## config.mk

```make
export PLATFORM = sky130hd
export DESIGN_NAME = instruction_fetch
export DESIGN_NICKNAME = d
export VERILOG_FILES = /design/src/rtl/instruction_fetch.sv
export SDC_FILE = /design/constraint.sdc
export NUM_CORES = 1
export LEC_CHECK = 0
export CAP_MARGIN = 20
export CORE_ASPECT_RATIO = 1.5
export CORE_MARGIN = 3
export CORE_UTILIZATION = 42
export CTS_BUF_LIST = sky130_fd_sc_hd__clkbuf_8
export DETAILED_ROUTE_END_ITERATION = 6
export PLACE_DENSITY = 0.77
export SYNTH_ARGS = -nofsm -noshare
export SYNTH_HDL_FRONTEND = slang
export SYNTH_SLANG_ARGS = --single-unit
```

## constraint.sdc

```tcl
create_clock -name clk -period 1.7 [get_ports clk]
set_input_delay 0.34 -clock clk [delete_from_list [all_inputs] [get_ports clk]]
set_output_delay 0.34 -clock clk [all_outputs]
set_load 0.05 [all_outputs]
```

## src/rtl/instruction_fetch.sv

```systemverilog
// Single-outstanding instruction fetch stage: REQ -> WAIT -> HOLD, with redirect
// handling that squashes in-flight responses and flushes the held instruction.
module instruction_fetch #(
  parameter logic [31:0] RESET_PC = 32'h0000_0000,
  parameter logic [31:0] NOP_INST = 32'h0000_0013
) (
  input  logic        clk,
  input  logic        reset_n,
  output logic        imem_req_valid,
  input  logic        imem_req_ready,
  output logic [31:0] imem_addr,
  input  logic        imem_resp_valid,
  input  logic [31:0] imem_resp_data,
  input  logic        redirect_valid,
  input  logic [31:0] redirect_pc,
  output logic        if_valid,
  input  logic        if_ready,
  output logic [31:0] if_inst,
  output logic [31:0] if_pc,
  output logic        misalign_pulse
);

  typedef enum logic [1:0] {S_REQ, S_WAIT, S_HOLD} state_t;

  typedef struct packed {
    logic [31:0] inst;
    logic [31:0] pc;
  } fetch_pkt_t;

  localparam logic [31:0] RESET_PC_A = {RESET_PC[31:2], 2'b00};

  state_t     r_state, w_state_nxt;
  logic [31:0] r_pc, w_pc_nxt;
  logic        r_kill, w_kill_nxt;
  logic        r_vld, w_vld_nxt;
  fetch_pkt_t  r_pkt, w_pkt_nxt;
  logic        r_misalign;
  logic [31:0] w_redir_pc;

  assign w_redir_pc = {redirect_pc[31:2], 2'b00};

  always_ff @(posedge clk or negedge reset_n) begin
    if (!reset_n) begin
      r_state    <= S_REQ;
      r_pc       <= RESET_PC_A;
      r_kill     <= 1'b0;
      r_vld      <= 1'b0;
      r_pkt      <= '{inst: NOP_INST, pc: 32'h0};
      r_misalign <= 1'b0;
    end else begin
      r_state    <= w_state_nxt;
      r_pc       <= w_pc_nxt;
      r_kill     <= w_kill_nxt;
      r_vld      <= w_vld_nxt;
      r_pkt      <= w_pkt_nxt;
      r_misalign <= redirect_valid & (|redirect_pc[1:0]);
    end
  end

  always_comb begin
    w_state_nxt = r_state;
    w_pc_nxt    = r_pc;
    w_kill_nxt  = r_kill;
    w_vld_nxt   = r_vld;
    w_pkt_nxt   = r_pkt;
    if (redirect_valid) w_pc_nxt = w_redir_pc;
    case (r_state)
      S_REQ: begin
        // A redirect racing the accept still lets the old request go; its data is squashed.
        if (imem_req_ready) begin
          w_state_nxt = S_WAIT;
          w_kill_nxt  = redirect_valid;
        end
      end
      S_WAIT: begin
        if (imem_resp_valid) begin
          if (r_kill || redirect_valid) begin
            w_kill_nxt  = 1'b0;
            w_state_nxt = S_REQ;
          end else begin
            w_pkt_nxt   = '{inst: imem_resp_data, pc: r_pc};
            w_vld_nxt   = 1'b1;
            w_pc_nxt    = r_pc + 32'd4;
            w_state_nxt = S_HOLD;
          end
        end else if (redirect_valid) begin
          w_kill_nxt = 1'b1;
        end
      end
      S_HOLD: begin
        // if_pc is left alone on clear; only the instruction reverts to NOP.
        if (redirect_valid || if_ready) begin
          w_vld_nxt      = 1'b0;
          w_pkt_nxt.inst = NOP_INST;
          w_state_nxt    = S_REQ;
        end
      end
      default: w_state_nxt = S_REQ;
    endcase
  end

  // Gated by reset_n so no request is visible while reset is held.
  assign imem_req_valid = reset_n & (r_state == S_REQ);
  assign imem_addr      = r_pc;
  assign if_valid       = r_vld;
  assign if_inst        = r_pkt.inst;
  assign if_pc          = r_pkt.pc;
  assign misalign_pulse = r_misalign;

endmodule

```

## Word level (Yosys, flattened, before mapping)

Cells that the tools add are included.

- Register bits after elaboration: 101
- Bits of input ports: 70
- Output and inout port bits: 99

- $add $sub $neg: 1
- Equal/unequal tests: 8
- Multiplexer cells: 22
- Bitwise logic cells: 3
- Reduce and logical (&&, ||, !) cells: 10

Operator list:

| operator | count |
|---|---|
| 32-bit 2-to-1 mux | 5 |
| 64-bit 2-to-1 mux | 2 |
| 32-bit one-hot mux with 2 select lines | 1 |
| 32-bit by 3-bit adder with 32-bit output, second input constant | 1 |
| 2-bit 2-to-1 mux | 4 |
| 2-bit inequality test, second input constant | 4 |
| 4-bit AND reduction | 2 |
| 1-bit 2-to-1 mux | 7 |
| 3-bit inequality test, second input constant | 2 |
| 2-bit one-hot mux with 3 select lines | 1 |
| 3-bit AND reduction | 2 |
| 1-bit one-hot mux with 2 select lines | 2 |
| 2-bit nonzero test | 2 |
| 1-bit bitwise AND | 2 |
| 2-bit by 1-bit == test with 1-bit output, second input constant | 1 |
| 2-bit == test, second input constant | 1 |
| 2-bit logical NOT | 1 |
| 1-bit logical OR | 2 |
| 2-bit OR reduction | 1 |
| 1-bit inverter | 1 |

## Longest topological paths before layout

- Depth in word-level cells: 4
- Gate-level depth with buffers: 8
- Depth with buffers taken out: 6

## Worst setup path before layout

Ideal clock, no wire load.

- Kind: reg2reg
- From: register r_pc[2] (netlist: imem_addr[2])
- To: register r_pc[28] (netlist: imem_addr[28])
- Setup time: 121 ps
- Arrival: 2181 ps
- Data required time: 1579 ps
- Setup slack: -602 ps
- Stages on the path, launching flop included: 7
- Buffers on the path: 0
- Period minus slack after synthesis: 2302 ps
- Path through: dfrtp_1 > ha_1 > nand3_1 > or4_4 > nor3_4 > nand4_1 > o211a_1

- Longest elaborated chain between the ends: 4

Ends and longest elaborated chain:

| element | RTL line | text |
|---|---|---|
| start: declaration | 33 | `logic [31:0] r_pc, w_pc_nxt;` |
| start signal: assignment | 52 | `r_pc <= w_pc_nxt;` |
| 32-bit by 3-bit adder with 32-bit output | 83 | `w_pc_nxt = r_pc + 32'd4;` |
| 32-bit 2-to-1 mux | 77 | `if (r_kill \|\| redirect_valid) begin` |
| 32-bit 2-to-1 mux | 76 | `if (imem_resp_valid) begin` |
| 32-bit 2-to-1 mux | 67 | `case (r_state)` |
| net w_pc_nxt[28] | 33 |  |

The timed path passes the listed nets, and every way through them passes these cells.
A chain may end at the register's enable or synchronous reset.

## Final worst setup path

- From: register r_pc[2] (netlist: imem_addr[2])
- To: register r_pc[16] (netlist: imem_addr[16])

Same word-level chain as after synthesis.

==> impl_metrics.ini <==
[sta]
post-route-period-util = 1.05
drv_slew = 0
fin_tns_setup_ns = -0.437
setup_viol = 9
period_minus_slack_ns = 1.79
timing.final.ws_setup_ns = -0.0890
fmax_mhz = 559
finalHoldViolations = 0
rsz0062_at_grt = yes
skew_ns = 0.0108
tightestPinTransition_ns = 0.530
slew_headroom = 0.646

[drt]
drcViolationCount = 0
wl_um = 14800
drt-pass1-iter-count = 4
num_vias = 4618
drt_iter0_drc = 275
wl_per_cell_um = 16.7
ant_nets = 0
via_per_inst = 5.22

[die]
coreArea_mm2 = 0.0106
start_util = 0.432
io-pin-count = 169
die_y_um = 134
placementRows = 46
die_area_mm2 = 0.0122
dieWidth_um = 91.3

[critical_path]
required_ns = 1.95
reg2reg_slack_ns = -0.09
start_kind = register
r2r-end = imem_addr[16]$_DFF_PN0_
critPathArrivalTime_ns = 2.04
reg2reg_depth = 7
cp_max_fo = 4
worstReg2RegStart = imem_addr[2]$_DFF_PN0_
worstSetupPathType = reg -> reg
cp-end-kind = register

[cells_and_area]
final_util = 0.699
fillers = 814
antennaDiodeCount = 0
register_area_mm2 = 0.00255
drive_above_1_share = 0.334
final_cell_mix = 171 x nand2_1, 146 x buf_4, 83 x dfrtp_1, 67 x clkdlybuf4s50_1, 39 x nand3_1
multi_input_area_mm2 = 0.00203
syn2layout_area_growth_pct = 61.6
layout_commonest_cell = nand2_1
nNetsFinal = 806

[global_routing]
busiest_layer = met2
grt_pass1_wl_um = 23900
grt-ovfl-total = 0
use_met2 = 0.423
grt_max_degree = 102
grt_use_met1 = 0.286
grt_pass1_vias = 4872
grt_usage = 0.244
use_met3 = 0.0488
antenna_found_initial = 0

[clock_tree]
cts_root_buf = clkbuf_8
cts-buffers-inserted = 9
clk_latency_ns = 0.37
cts.path.max_buffers = 2
cts.sinks = 101
h-tree-depth = 3
tritoncts = done
cts_hold_buf = 0
cts.reportedPaths.clkPinSlew_ns = 0.10

[run_status]
outcome = complete, but fails checks
violations = setup timing

[run]
maxCapViolCount = 0

[synth]
synth.distinct_cells = 56
async_reset_ff_frac = 1.00
syn-num-nets = 577
syn_area_mm2 = 0.00458
syn_area_per_cell_um2 = 9.05
ys.flop_type = dfrtp_1
ys_seq_elements = 101
synth_warnings = 0
syn_inst = 506
seq_area_frac_synth = 0.553
synth_edf_count = 0

[placement]
port_buffers = 168
gp_congestion = 0.866
preCtsSetupSlack_ns = -0.414
dp_hpwl_um = 10900

[power_and_ir_drop]
peakVddDrop_v = 0.000986
pwr_density_cell_mw_per_mm2 = 1540
leakage_nw = 3.64

[hold_path]
hold_class = in -> async
-- power by group --
group          internal [mW]  switching (mW)  total (mW)
sequential              3.22           0.512        3.73
clock                  0.825           0.841        1.67
combinational           1.98            4.02        6.01
total                   6.02            5.38        11.4
-- layer usage --
metal  routed length [um]  part of all wire
met1                 5780              0.39
met2                 7770              0.53
met3                  697             0.047
met4                  519             0.035
met5                    0                 0
-- final cells by class --
class	instances	area share
clock buffer	9	0.0167
sequential	101	0.344
clock inverter	7	0.0123
tap	144	0.0243
inverter	13	0.00659
timing repair buffer	246	0.321
multi-input combinational	364	0.275
-- critical path, cell delays in order (launching register included) --
cell       delay [ns]
dfrtp_2          0.40
ha_4             0.15
nand3_4          0.07
or4_4            0.50
nor3_4           0.24
buf_4            0.16
a2bb2oi_2        0.05
o31a_1           0.10
-- state kept, by name, indices dropped and copies added (netlist names) --
register and flops:
imem_addr 32, r_kill 1, if_pc 32, if_inst 32, misalign_pulse 1, if_valid 1, r_state 2
-- cells in the mapped netlist (all sizes together) (3+ instances only) --
| master | instances | share of area |
|---|---|---|
| nor3 | 11 | 0.017 |
| dfstp | 3 | 0.017 |
| nor2 | 33 | 0.027 |
| a31oi | 5 | 0.0068 |
| nand3 | 41 | 0.046 |
| and4 | 4 | 0.0079 |
| nand2 | 173 | 0.14 |
| o21ai | 9 | 0.0098 |
| nand4 | 9 | 0.012 |
| inv | 13 | 0.011 |
| and2 | 3 | 0.0041 |
| a21oi | 10 | 0.011 |
| a211oi | 10 | 0.016 |
| a221oi | 3 | 0.0057 |
| buf | 11 | 0.013 |
| dfrtp | 98 | 0.54 |
| clkbuf | 17 | 0.018 |
| and3 | 5 | 0.0074 |
| nor2b | 4 | 0.0055 |
| a311oi | 8 | 0.015 |
-- cell families after synthesis --
kind of cell    synth area share
compound gates             0.103
xor+xnor                 0.00383
fa+ha+maj                0.00273
buf+inv                   0.0418
flops                      0.553
mux                      0.00437
simple gates               0.291
-- per-stage QoR --
stage               hold WS [ns]  area, um2  std cells  power, mW
CTS                       0.0600       7290        880       11.4
finish                    0.0527       7400        884       11.4
floorplan                 0.0444       4650        506       7.36
global route              0.0754       7400        884       11.9
global placement           0.459       6990        860       9.61
detailed placement         0.463       6990        860       9.75
-- worst max-delay path by stage --
stage | end | depth (start not counted) | slack, ns | start
after global placement | imem_addr[17]$_DFF_PN0_ | 7 | -0.34 | imem_resp_valid
after global routing | imem_addr[16]$_DFF_PN0_ | 7 | -0.16 | imem_addr[2]$_DFF_PN0_
after floorplan | imem_addr[18]$_DFF_PN0_ | 6 | -0.29 | imem_addr[2]$_DFF_PN0_
final | imem_addr[16]$_DFF_PN0_ | 7 | -0.09 | imem_addr[2]$_DFF_PN0_
after CTS | imem_addr[28]$_DFF_PN0_ | 6 | -0.08 | imem_addr[2]$_DFF_PN0_
after detailed placement | imem_addr[12]$_DFF_PN0_ | 7 | -0.41 | imem_resp_valid
-- timing repair --
action / CTS / global route
pin swaps: 10 / 6
resized for setup: 12 / 20
buffers inserted: 4 / 4
setup endpoints to repair: 14 / 25
Power figures use the tool's default switching activity.
